<file path="src/rtl/eth_tx_scheduler.sv">
// Round-robin frame scheduler in front of an Ethernet framer: arbitrates requesters,
// screens payload lengths, launches frames, supervises completion and times the inter-frame gap.
module eth_tx_scheduler #(
    parameter int NUM_REQ    = 4,
    parameter int IFG_CYCLES = 12,
    parameter int MAX_LEN    = 1500,
    parameter int TIMEOUT    = 4096
) (
    input  logic                  clk,
    input  logic                  rst,
    input  logic [NUM_REQ-1:0]    req_valid,
    input  logic [NUM_REQ*11-1:0] req_len,
    output logic [NUM_REQ-1:0]    grant,
    output logic [NUM_REQ-1:0]    reject,
    output logic                  tx_start,
    output logic [10:0]           tx_len,
    output logic [2:0]            tx_sel,
    input  logic                  tx_busy,
    input  logic                  tx_done,
    output logic                  ifg_active,
    output logic                  err_timeout
);
    typedef enum logic [1:0] {IDLE = 2'd0, LAUNCH = 2'd1, BUSY = 2'd2, GAP = 2'd3} state_t;

    localparam logic [NUM_REQ-1:0] ONE_HOT0  = {{(NUM_REQ-1){1'b0}}, 1'b1};
    localparam logic [12:0]        TMO_LAST  = 13'(TIMEOUT - 1);
    localparam logic [12:0]        IFG_LAST  = 13'(IFG_CYCLES - 1);
    localparam logic [10:0]        MAX_LEN_L = 11'(MAX_LEN);
    localparam logic [2:0]         PTR_RST   = 3'(NUM_REQ - 1);

    state_t               state_r, state_nxt_s;
    logic [2:0]           last_ptr_r, last_ptr_nxt_s;
    logic [12:0]          cnt_r, cnt_nxt_s;
    logic [NUM_REQ-1:0]   grant_r, grant_nxt_s, reject_r, reject_nxt_s;
    logic                 tx_start_r, tx_start_nxt_s;
    logic [10:0]          tx_len_r, tx_len_nxt_s;
    logic [2:0]           tx_sel_r, tx_sel_nxt_s;
    logic                 ifg_active_r, ifg_active_nxt_s;
    logic                 err_timeout_r, err_timeout_nxt_s;

    logic                 win_found_s;
    logic [2:0]           win_idx_s;
    logic [10:0]          win_len_s;
    logic                 len_ok_s;
    logic [NUM_REQ-1:0]   win_onehot_s;

    // Round-robin search starting just above the previous winner, wrapping.
    always_comb begin
        win_found_s = 1'b0;
        win_idx_s   = 3'd0;
        for (int k = 1; k <= NUM_REQ; k++) begin
            if (!win_found_s && req_valid[(int'(last_ptr_r) + k) % NUM_REQ]) begin
                win_found_s = 1'b1;
                win_idx_s   = 3'((int'(last_ptr_r) + k) % NUM_REQ);
            end else begin
                win_found_s = win_found_s;
            end
        end
        win_len_s    = req_len[int'(win_idx_s)*11 +: 11];
        len_ok_s     = (win_len_s != 11'd0) && (win_len_s <= MAX_LEN_L);
        win_onehot_s = ONE_HOT0 << win_idx_s;
    end

    // Next-state and next-output logic; every output is registered.
    always_comb begin
        state_nxt_s       = state_r;
        last_ptr_nxt_s    = last_ptr_r;
        cnt_nxt_s         = cnt_r;
        grant_nxt_s       = grant_r;
        reject_nxt_s      = '0;
        tx_start_nxt_s    = 1'b0;
        tx_len_nxt_s      = tx_len_r;
        tx_sel_nxt_s      = tx_sel_r;
        ifg_active_nxt_s  = ifg_active_r;
        err_timeout_nxt_s = 1'b0;
        case (state_r)
            IDLE: begin
                if (win_found_s) begin
                    last_ptr_nxt_s = win_idx_s;
                    if (len_ok_s) begin
                        grant_nxt_s  = win_onehot_s;
                        tx_sel_nxt_s = win_idx_s;
                        tx_len_nxt_s = win_len_s;
                        state_nxt_s  = LAUNCH;
                    end else begin
                        reject_nxt_s = win_onehot_s;
                    end
                end else begin
                    state_nxt_s = IDLE;
                end
            end
            LAUNCH: begin
                if (!tx_busy) begin
                    tx_start_nxt_s = 1'b1;
                    cnt_nxt_s      = 13'd0;
                    state_nxt_s    = BUSY;
                end else begin
                    state_nxt_s = LAUNCH;
                end
            end
            BUSY: begin
                // A done arriving on the timeout cycle wins over the abort.
                if (tx_done || (cnt_r == TMO_LAST)) begin
                    err_timeout_nxt_s = !tx_done;
                    grant_nxt_s       = '0;
                    tx_sel_nxt_s      = 3'd0;
                    tx_len_nxt_s      = 11'd0;
                    ifg_active_nxt_s  = 1'b1;
                    cnt_nxt_s         = 13'd0;
                    state_nxt_s       = GAP;
                end else begin
                    cnt_nxt_s = cnt_r + 13'd1;
                end
            end
            GAP: begin
                if (cnt_r == IFG_LAST) begin
                    ifg_active_nxt_s = 1'b0;
                    cnt_nxt_s        = 13'd0;
                    state_nxt_s      = IDLE;
                end else begin
                    cnt_nxt_s = cnt_r + 13'd1;
                end
            end
            default: begin
                grant_nxt_s      = '0;
                tx_sel_nxt_s     = 3'd0;
                tx_len_nxt_s     = 11'd0;
                ifg_active_nxt_s = 1'b0;
                cnt_nxt_s        = 13'd0;
                state_nxt_s      = IDLE;
            end
        endcase
    end

    // FSM state register.
    always_ff @(posedge clk) begin
        if (rst) begin
            state_r <= IDLE;
        end else begin
            state_r <= state_nxt_s;
        end
    end

    // Datapath and output registers.
    always_ff @(posedge clk) begin
        if (rst) begin
            last_ptr_r    <= PTR_RST;
            cnt_r         <= 13'd0;
            grant_r       <= '0;
            reject_r      <= '0;
            tx_start_r    <= 1'b0;
            tx_len_r      <= 11'd0;
            tx_sel_r      <= 3'd0;
            ifg_active_r  <= 1'b0;
            err_timeout_r <= 1'b0;
        end else begin
            last_ptr_r    <= last_ptr_nxt_s;
            cnt_r         <= cnt_nxt_s;
            grant_r       <= grant_nxt_s;
            reject_r      <= reject_nxt_s;
            tx_start_r    <= tx_start_nxt_s;
            tx_len_r      <= tx_len_nxt_s;
            tx_sel_r      <= tx_sel_nxt_s;
            ifg_active_r  <= ifg_active_nxt_s;
            err_timeout_r <= err_timeout_nxt_s;
        end
    end

    assign grant       = grant_r;
    assign reject      = reject_r;
    assign tx_start    = tx_start_r;
    assign tx_len      = tx_len_r;
    assign tx_sel      = tx_sel_r;
    assign ifg_active  = ifg_active_r;
    assign err_timeout = err_timeout_r;

endmodule

</file>
<file path="config.mk">
export PLATFORM = sky130hd
export DESIGN_NAME = eth_tx_scheduler
export DESIGN_NICKNAME = d
export VERILOG_FILES = /design/src/rtl/eth_tx_scheduler.sv
export SDC_FILE = /design/constraint.sdc
export NUM_CORES = 1
export LEC_CHECK = 0
export BUFFER_PORTS_ARGS = -buffer_cell sky130_fd_sc_hd__buf_4
export CAP_MARGIN = 0
export CORE_ASPECT_RATIO = 1.4
export CORE_MARGIN = 4
export CORE_UTILIZATION = 55
export CTS_BUF_LIST = sky130_fd_sc_hd__clkbuf_16
export CTS_CLUSTER_SIZE = 8
export DETAILED_ROUTE_END_ITERATION = 7
export GPL_ROUTABILITY_DRIVEN = 1
export PLACE_DENSITY = 0.85
export SLEW_MARGIN = 30
export SYNTH_ARGS = -nofsm -noshare
export SYNTH_HDL_FRONTEND = slang
export SYNTH_SLANG_ARGS = --single-unit
export TNS_END_PERCENT = 100
</file>
<file path="constraint.sdc">
create_clock -name clk -period 4.2 [get_ports clk]
set_input_delay 0.21 -clock clk [delete_from_list [all_inputs] [get_ports clk]]
set_output_delay 0.21 -clock clk [all_outputs]
set_load 0.05 [all_outputs]
</file>
======== Yosys cells after proc, flatten, opt, wreduce, memory -nomap -nowiden ========
Index checks and enable logic that the tools add are counted.
cells by class
  $add $sub $neg .......................... 5
  multipliers ............................. 1
  divide/modulo/power cells ............... 0
  order comparisons ....................... 5
  equal/unequal tests ..................... 11
  shift operators ......................... 2
  muxes and demuxes ....................... 46
  bitwise logic cells ..................... 9
  reduce and logical (&&, ||, !) cells .... 26
operators with widths
  kind                                                    count
  variable part select 44 x 8 -> 11 bit                   1
  2-to-1 mux 13 bit                                       3
  case mux 13 bit (3 select lines)                        1
  2-to-1 mux 11 bit                                       3
  case mux 11 bit (2 select lines)                        1
  2-to-1 mux 3 bit                                        7
  < comparator 3 x 4 -> 1 bit, second input constant      4
  2-to-1 mux 1 bit                                        15
  adder 13 x 1 -> 13 bit, second input constant           1
  == test 13 x 12 -> 1 bit, second input constant         1
  == test 13 x 4 -> 1 bit, second input constant          1
  2-to-1 mux 4 bit                                        3
  less-or-equal comparator 11 bit, second input constant  1
  nonzero test 11 bit                                     1
  2-to-1 mux 2 bit                                        5
  inequality test 2 bit, second input constant            5
  OR reduction 2 bit                                      5
  binary-select mux 1 bit (select 2 bit)                  4
  case mux 2 bit (4 select lines)                         1
  case mux 4 bit (2 select lines)                         1
  multiplier 3 x 4 -> 7 bit, second input constant        1
  case mux 3 bit (2 select lines)                         1
  AND reduction 3 bit                                     2
  NOT 1 bit                                               5
  18 further kinds                                        32
storage, ports and cells
  register bits ........................... 42
  latch bits .............................. 0
  RAM bits ................................ 0
  bits in read-only memories .............. 0
  input port bits ......................... 52
  output and inout bits ................... 25
  logic and storage cells ................. 115
  memories kept ........................... 0

======== Logic depth before layout (Yosys ltp) ========
Gate-level depths: netlist (run 1).
  word-level depth ........................ 23
  gate-level depth with buffers ........... 14
  gate-level depth less buffers ........... 10

======== Worst setup path after synthesis (run 1) ========
No wires, ideal clock.
  kind .................................... register -> register
  start point ............................. reg last_ptr_r[1]
  end point ............................... reg grant_r[3], in the netlist grant[3]
  library setup time ...................... 0.072 ns
  arrival ................................. 2.772 ns
  data required time ...................... 4.128 ns
  path slack .............................. 1.356 ns
  cell stages (with the launch flop) ...... 14
  path buffers ............................ 4
  clock period less this slack ............ 2.844 ns
  cells stage by stage .................... dfxtp_1 > buf_6 > mux2i_1 > a2bb2oi_2 > and2_1 > buf_6 > a32oi_2 > or4_1 > nor4_2 > a221o_2 > or2_4 > buf_12 > buf_12 > mux2i_1
on the way
  longest elaborated chain between the ends .. 20
  elaborated cells between the ends (all ways) .. 50
  those cells by class .................... add/sub: 4; mul: 1; order compare: 1; eq/ne: 2; shift: 2; mux: 23; bitwise: 4; reduce/logical: 13
RTL lines
  element                                                                        RTL line  RTL
  start: declaration                                                             32        logic [2:0] last_ptr_r, last_ptr_nxt_s;
  start signal: assignment                                                       157       last_ptr_r <= last_ptr_nxt_s;
  adder 2 x 1 -> 2 bit                                                           52, 54
  binary-select mux 1 bit (select 2 bit)                                         52        if (!win_found_s && req_valid[(int'(last_ptr_r) + k) % NUM_REQ]) begin
  2-to-1 mux 1 bit (not written as such) (2 in a row)                            52
  2-to-1 mux 1 bit                                                               52
  logical NOT 1 bit                                                              52
  logical AND 1 bit                                                              52
  2-to-1 mux 1 bit                                                               52
  logical NOT 1 bit                                                              52
  [... 3 more ...]                                                               -
  logical AND 1 bit                                                              52
  2-to-1 mux 3 bit                                                               52
  multiplier 3 x 4 -> 7 bit                                                      59        win_len_s = req_len[int'(win_idx_s)*11 +: 11];
  variable part select 44 x 8 -> 11 bit                                          59
  less-or-equal comparator 11 bit / nonzero test 11 bit (equally long branches)  60        len_ok_s = (win_len_s != 11'd0) && (win_len_s <= MAX_LEN_L);
  logical AND 1 bit                                                              60
  inequality test 2 bit (no line)                                                -
  AND reduction 4 bit (no line)                                                  -
  end signal: assignment                                                         159       grant_r <= grant_nxt_s;
  end: declaration                                                               34        logic [NUM_REQ-1:0] grant_r, grant_nxt_s, reject_r, reject_nxt_s;
Several ways; a longest one is shown, not always the timed one. The select of a mux whose other input is x is not followed.
A chain may end at the register's enable or synchronous reset.

======== Worst setup path in the final report (run 1) ========
  start point ............................. reg last_ptr_r[1]
  end point ............................... reg tx_len_r[7], in the netlist tx_len[7]
on the way
  longest elaborated chain between the ends .. 20
  elaborated cells between the ends (all ways) .. 49
  those cells by class .................... add/sub: 4; mul: 1; order compare: 1; eq/ne: 2; shift: 1; mux: 23; bitwise: 4; reduce/logical: 13
RTL lines
  element                                                                        RTL line  RTL
  adder 2 x 1 -> 2 bit                                                           52, 54
  binary-select mux 1 bit (select 2 bit)                                         52
  2-to-1 mux 1 bit (not written as such) (2 in a row)                            52
  2-to-1 mux 1 bit                                                               52
  logical NOT 1 bit                                                              52
  logical AND 1 bit                                                              52
  2-to-1 mux 1 bit                                                               52
  logical NOT 1 bit                                                              52
  [... 3 more ...]                                                               -
  logical AND 1 bit                                                              52
  2-to-1 mux 3 bit                                                               52
  multiplier 3 x 4 -> 7 bit                                                      59
  variable part select 44 x 8 -> 11 bit                                          59
  less-or-equal comparator 11 bit / nonzero test 11 bit (equally long branches)  60
  logical AND 1 bit                                                              60
  inequality test 2 bit (no line)                                                -
  AND reduction 4 bit (no line)                                                  -
  end signal: assignment                                                         162       tx_len_r <= tx_len_nxt_s;
  end: declaration                                                               36        logic [10:0] tx_len_r, tx_len_nxt_s;
Several ways; a longest one is shown, not always the timed one. The select of a mux whose other input is x is not followed.

==> results.sh, run 1 <==
export IMPL_drcViolationCount=0
export IMPL_grt_max_degree=24
export IMPL_tightest_slew_ns=0.750
export IMPL_grtUsageTotal=0.241
export IMPL_wl_per_cell_um=15.4
export IMPL_slew_headroom=0.500
export IMPL_period_needed_ns=3.56
export IMPL_clockPowerShare=0.192
export IMPL_cp_arrival_ns=3.77
export IMPL_required_ns=4.41
export IMPL_fp_dieW_um=64.1
export IMPL_fp_row_count=28
export IMPL_min_path_cells=2
export IMPL_mappedNetlistArea_sq_mm=0.00242
export IMPL_reg2reg_depth=9
export IMPL_endpoint_kind="register"
export IMPL_cts_root_buf="clkbuf_16"
export IMPL_antenna_found_initial=0
export IMPL_intPower_mw=1.02
export IMPL_synth_edff_count=0
export IMPL_via_per_inst=5.96
export IMPL_synthCells=303
export IMPL_ctsResizeCount=0
export IMPL_power_leakage_nw=1.33
export IMPL_gp_congestion=0.889
export IMPL_worst_setup_path_type="reg -> reg"
export IMPL_clock_skew_ns=0.00646
export IMPL_core_area_sq_mm=0.00424
export IMPL_power_switching_mw=0.830
export IMPL_syn_num_nets=356
export IMPL_ff2ff_setup_slack_ns=0.64
export IMPL_p_seq_frac=0.292
export IMPL_final_common_cell="buf_4"
export IMPL_cts_htree_levels=2
export IMPL_cap_violations=0
export IMPL_cts_path_max_buffers=2
export IMPL_postRouteAntennaNets=0
export IMPL_slew_viol_final=0
export IMPL_cp_buffers_inverters=0
export IMPL_period_share=0.848
export IMPL_cp_cell_sequence="mux2i_1, a2bb2oi_2, and2_1, a32oi_1, or4_1, nor4_2, a221o_2, or2_4, mux2i_1"
export IMPL_rsz0062_at_grt="no"
export IMPL_hold_viol_final=0
export IMPL_final_nets=420
export IMPL_tns_ns=0
export IMPL_m1WireLength_um=2470
export IMPL_yosys_warnings=0
export IMPL_cts_tree="done"
export IMPL_first_global_vias=2469
export IMPL_drt_iter0_markers=161
export IMPL_route_met3_wl_um=398
export IMPL_yosysTopAreaCell="dfxtp_1"
export IMPL_insertion_delay_ns=0.28
export IMPL_firstDrtPassIters=4
export IMPL_drive_gt1_frac=0.259
export IMPL_num_vias=2544
export IMPL_synth_ff_type="dfxtp_1"
export IMPL_ys_ff_latch=41
export IMPL_cts_hold_buf=0
export IMPL_num_antenna_cells=0
export IMPL_power_density_mw_per_mm2=602
export IMPL_top_layer="met4"
export IMPL_wl_um=6560
export IMPL_outcome="finished clean"
export IMPL_clk_pin_slew_ns=0.06
export IMPL_crit_fanout=18
export IMPL_ys_async_sr_fraction=0
export IMPL_post_cts_buffers=0
export IMPL_ioPinCount=77
export IMPL_wl_met2_um=3450
export IMPL_die_y_um=86.5
export IMPL_path_delay_family="simple AND/OR/NAND/NOR gates"
export IMPL_worst_path_max_delay_cell="and2_1"
export IMPL_synth_seq_area_share=0.339
export IMPL_cts_made_buffers=5
export IMPL_max_stage_delay_ns=0.60
export IMPL_syn_area_per_cell_sq_um=7.99
export IMPL_swShare=0.449
export IMPL_grt_pass1_wl_um=10700
export IMPL_crit_cells=9
export IMPL_max_freq_mhz=281
export IMPL_synth_area_leaders="dfxtp_1, mux2i_1, nand2_1"
export IMPL_overflow=0
export IMPL_initial_core_util=0.571
export IMPL_fill_cells=360
export IMPL_start_kind="register"
export IMPL_clock_sinks=41
export IMPL_dp_hpwl_um=4990
export IMPL_setup_viol=0
export IMPL_yosys_cell_types_count=50
export IMPL_area_growth_pct=27.0
export IMPL_final_cell_mix="buf_4, dfxtp_1, nand2_1, nor2_1, o21ai_0"
export IMPL_power_mw=1.85
export IMPL_dieArea_sq_mm=0.00554
export IMPL_hold_path_class="in -> reg"
export IMPL_yosys_area_top_type_share=0.339
export IMPL_combPwrFrac=0.516
export IMPL_cpMostUsedCell="mux2i_1"
export IMPL_ir_worst_vdd_mv=0.527
export IMPL_port_buffer_count=75
cell families (layout without fill, tap and decap cells):
kind of cell | count (synthesis) | after routing | share of synthesized area
AO/OA/AOI/OAI | 83 | 83 | 0.241
adder cells (fa/ha/maj) | 1 | 1 | 0.00517
buffers and inverters | 23 | 87 | 0.0651
flip-flops | 41 | 41 | 0.339
multiplexers | 18 | 18 | 0.0744
other | 1 | 1 | 0.00155
AND/OR/NAND/NOR | 136 | 136 | 0.273
cell usage after synthesis (all sizes together), types with 3 or more instances:
library cell,number
dfxtp,41
nand2,39
nor2,37
o21ai,26
mux2i,18
a32oi,16
nand3,16
a21oi,15
and3,11
clkbuf,11
buf,10
nor3b,7
a211oi,5
nand2b,4
nor4,4
or2,4
a211o,3
a311oi,3
nor2b,3
or4,3
power groups by stage:
stage / logic [mW] / clock network [mW] / registers [mW]
after global placement: 0.933 / 0 / 0.543
after floorplan: 0.562 / 0 / 0.753
after detailed placement: 0.950 / 0 / 0.544
after global routing: 1.02 / 0.375 / 0.552
final: 0.955 / 0.355 / 0.540
after CTS: 0.952 / 0.363 / 0.539
metrics by stage:
stage / instance area (sq um) / hold slack (ns) / setup slack, ns / utilization / std cells
floorplan: 2420 / 0.289 / 1.36 / - / 303
global placement: 2930 / 0.403 / 0.795 / 0.692 / 420
detailed placement: 2940 / 0.408 / 0.676 / 0.693 / 420
CTS: 3070 / 0.113 / 0.673 / 0.725 / 427
global route: 3070 / 0.121 / 0.299 / 0.725 / 427
finish: 3070 / 0.119 / 0.639 / 0.725 / 427
flip-flops by register name (all words and copies together) (netlist names), named ones only:
register / flops
cnt_r: 13
ifg_active: 1
state_r: 1
last_ptr_r: 2
grant: 4
reject: 4
tx_start: 1
tx_sel: 2
tx_len: 11
err_timeout: 1
path summary, 6_finish.rpt:
path                                     from           to
worst min register to register      tx_sel[1]    tx_sel[1]
worst max register to register  last_ptr_r[1]    tx_len[7]
worst max-delay path            last_ptr_r[1]    tx_len[7]
worst min-delay path                  tx_done  err_timeout
layer usage:
metal | track usage | up-vias
met5 | 0 | -
met4 | 0.120 | 0
met3 | 0.0493 | 27
met2 | 0.453 | 109
met1 | 0.249 | 1176
li1 | - | 1232
area by class of cell:
cell class              instances  area, sq um  share of cell area
inverters                       2         7.51             0.00244
well taps                      60         75.1              0.0244
flip-flops and latches         41          821               0.267
clock inverters                 2         11.3             0.00366
multi-input cells             239         1450               0.471
repair buffers                 78          586               0.190
clock buffers                   5          125              0.0407
Power figures use the tool's default switching activity.
==> run 2: changes to the inputs <==
- ABC_AREA: default -> 1
- CORE_UTILIZATION: 55 -> 49
- PLACE_DENSITY: 0.85 -> 0.78
- clock period: 4.2 -> 3.2 ns (I/O delays scaled with it)
==> run 2 against run 1 <==
  * Setup slack worse by 0.31 ns
  * Design area grew 23%
  * Highest routed layer unchanged
  * Maximum frequency is 24% higher
  * Synthesized cell count up 67%
  * Wire length up 14%
  * Critical path depth is 12 higher
  * Die area increased by 36%
  * Sequential cell count is the same
  * Clock-buffer cell count unchanged
  * Hold slack worse by 0.044 ns
  * Register-to-register slack lost 0.31 ns
==> results.sh, run 2 <==
export IMPL_multiInputGateArea_sq_mm=0.00185
export IMPL_ff2ff_setup_slack_ns=0.33
export IMPL_cts_root_buf="clkbuf_16"
export IMPL_largest_reg_flops=13
export IMPL_start_kind="register"
export IMPL_period_needed_ns=2.87
export IMPL_synth_seq_area_share=0.271
export IMPL_period_share=0.896
export IMPL_first_global_vias=3034
export IMPL_dp_cells=634
export IMPL_cts_htree_levels=2
export IMPL_grt_pass1_wl_um=12700
export IMPL_cp_arrival_ns=3.04
export IMPL_wl_um=7480
export IMPL_cts_tree="done"
export IMPL_dieArea_sq_mm=0.00753
export IMPL_firstDrtPassIters=4
export IMPL_synth_most_common_cell="nand2_1"
export IMPL_insertion_delay_ns=0.28
export IMPL_overflow=0
export IMPL_grtUsageTotal=0.206
export IMPL_num_antenna_cells=0
export IMPL_crit_fanout=30
export IMPL_ys_top_cells_by_count="nand2_1, inv_1, nand3_1, nor2_1, dfxtp_1"
export IMPL_port_buffer_count=75
export IMPL_post_cts_buffers=0
export IMPL_drcViolationCount=0
export IMPL_dp_hpwl_um=5770
export IMPL_yosys_cell_types_count=39
export IMPL_wl_met2_um=3830
export IMPL_yosys_warnings=0
export IMPL_syn_num_nets=559
export IMPL_required_ns=3.37
export IMPL_slew_headroom=0.601
export IMPL_route_met3_wl_um=349
export IMPL_synth_area_leaders="dfxtp_1, nand2_1, nand3_1"
export IMPL_top_layer="met4"
export IMPL_cp_buffers_inverters=3
export IMPL_yosysTopAreaCell="dfxtp_1"
export IMPL_outcome="finished clean"
export IMPL_wl_per_cell_um=11.7
export IMPL_drive_gt1_frac=0.224
export IMPL_worst_path_max_delay_cell="dfxtp_2"
export IMPL_initial_core_util=0.510
export IMPL_cp_cell_sequence="inv_2, nand2_1, nand2_1, nand2_1, nand2_2, inv_2, nand2_4, nand2_2, inv_1, a21oi_4, nor2_1, nand2_1, nand2_1, nor2_1, nand2_1, nor2_1, nand3_1, nand3_2, nand2_8, a21oi_1, nor2_1"
export IMPL_synth_edff_count=0
export IMPL_area_growth_pct=24.7
export IMPL_setup_viol=0
export IMPL_top_register="cnt_r"
export IMPL_fin_cells=642
export IMPL_clock_sinks=41
export IMPL_final_cell_mix="nand2_1, buf_4, inv_1, nand3_1, nor2_1"
export IMPL_cap_violations=0
export IMPL_ioPinCount=77
export IMPL_ys_ff_latch=41
export IMPL_synth_ff_type="dfxtp_1"
export IMPL_cts_path_max_buffers=2
export IMPL_postRouteAntennaNets=0
export IMPL_max_freq_mhz=349
export IMPL_num_vias=3187
export IMPL_syn_area_per_cell_sq_um=5.99
export IMPL_tightest_slew_ns=0.597
export IMPL_mappedNetlistArea_sq_mm=0.00303
export IMPL_path_delay_family="simple AND/OR/NAND/NOR gates"
export IMPL_worst_setup_path_type="reg -> reg"
export IMPL_slew_viol_final=0
export IMPL_max_stage_delay_ns=0.42
export IMPL_clock_skew_ns=0.00273
export IMPL_cts_made_buffers=5
export IMPL_endpoint_kind="register"
export IMPL_final_common_cell="nand2_1"
export IMPL_antenna_found_initial=0
export IMPL_grt_max_degree=31
export IMPL_final_nets=624
export IMPL_yosys_area_top_type_share=0.271
export IMPL_hold_path_class="in -> reg"
export IMPL_hold_viol_final=0
export IMPL_synthCells=506
export IMPL_ys_async_sr_fraction=0
export IMPL_drt_iter0_markers=174
export IMPL_via_per_inst=4.96
export IMPL_clk_pin_slew_ns=0.06
export IMPL_fill_cells=573
export IMPL_gp_congestion=0.841
export IMPL_rsz0062_at_grt="no"
export IMPL_fp_row_count=33
export IMPL_seq_area_sq_um=823
export IMPL_cpMostUsedCell="nand2_1"
export IMPL_fp_dieW_um=74.5
export IMPL_die_y_um=101
export IMPL_m1WireLength_um=3270
export IMPL_core_area_sq_mm=0.00595
[run 2: changes by cell type after synthesis, sizes merged, moves of 7 or more]
cell,before,now
nor2,37,57
inv,2,64
mux2i,18,0
o21ai,26,15
nand3b,0,7
a32oi,16,0
a21oi,15,32
nor3b,7,0
and3,11,0
nand3,16,61
nand2,39,186
[run 2: worst paths after layout]
check                                end  cells after the start     startpoint
worst max register to register  grant[0]                     21  last_ptr_r[1]
worst max-delay path            grant[0]                     21  last_ptr_r[1]
worst min register to register  cnt_r[6]                      2       cnt_r[6]
worst min-delay path            tx_start                      2        tx_busy
[run 2: cell families (layout without fill, tap and decap cells)]
kind of cell               after synthesis  after routing  synth area share
and+or+nand+nor                        318            318             0.480
adders and majority gates                1              1           0.00413
AOI/OAI and AO/OA                       53             53             0.104
buffers and inverters                   87            153             0.125
xor gates and xnor gates                 5              5            0.0144
other                                    1              1           0.00124
DFF                                     41             41             0.271
[run 2: area by class of cell]
type | instances | share of cell area
multi-input cells | 378 | 0.490
flip-flops and latches | 41 | 0.218
repair buffers | 79 | 0.160
inverters | 66 | 0.0662
clock buffers | 5 | 0.0331
well taps | 70 | 0.0232
clock inverters | 3 | 0.00993
[run 2: what timing repair did]
action	CTS	global route
gates resized for setup	1	6
cloned	0	0
hold buffers	0	0
pin swaps	0	0
endpoints found under the setup margin	17	21
[run 2: routing by layer]
metal,vias up,track usage
met1,1391,0.257
li1,1718,-
met5,-,0
met3,2,0.0269
met2,76,0.360
met4,0,0.0658
[run 2: per-stage QoR]
stage	util	hold slack, ns	TNS, ns	setup slack, ns	area [sq um]
after global routing	0.636	0.0775	0	0.0469	3780
final	0.636	0.0749	0	0.333	3780
after floorplan	-	0.239	0	0.718	3030
after detailed placement	0.604	0.371	-0.489	-0.0604	3590
after global placement	0.604	0.359	-0.00101	-0.00101	3590
after CTS	0.632	0.0740	0	0.105	3760
Power of run 2 is left out: the tool's default activity adds up to more than one toggle a clock period on the data nets, which glitch-free logic cannot reach.
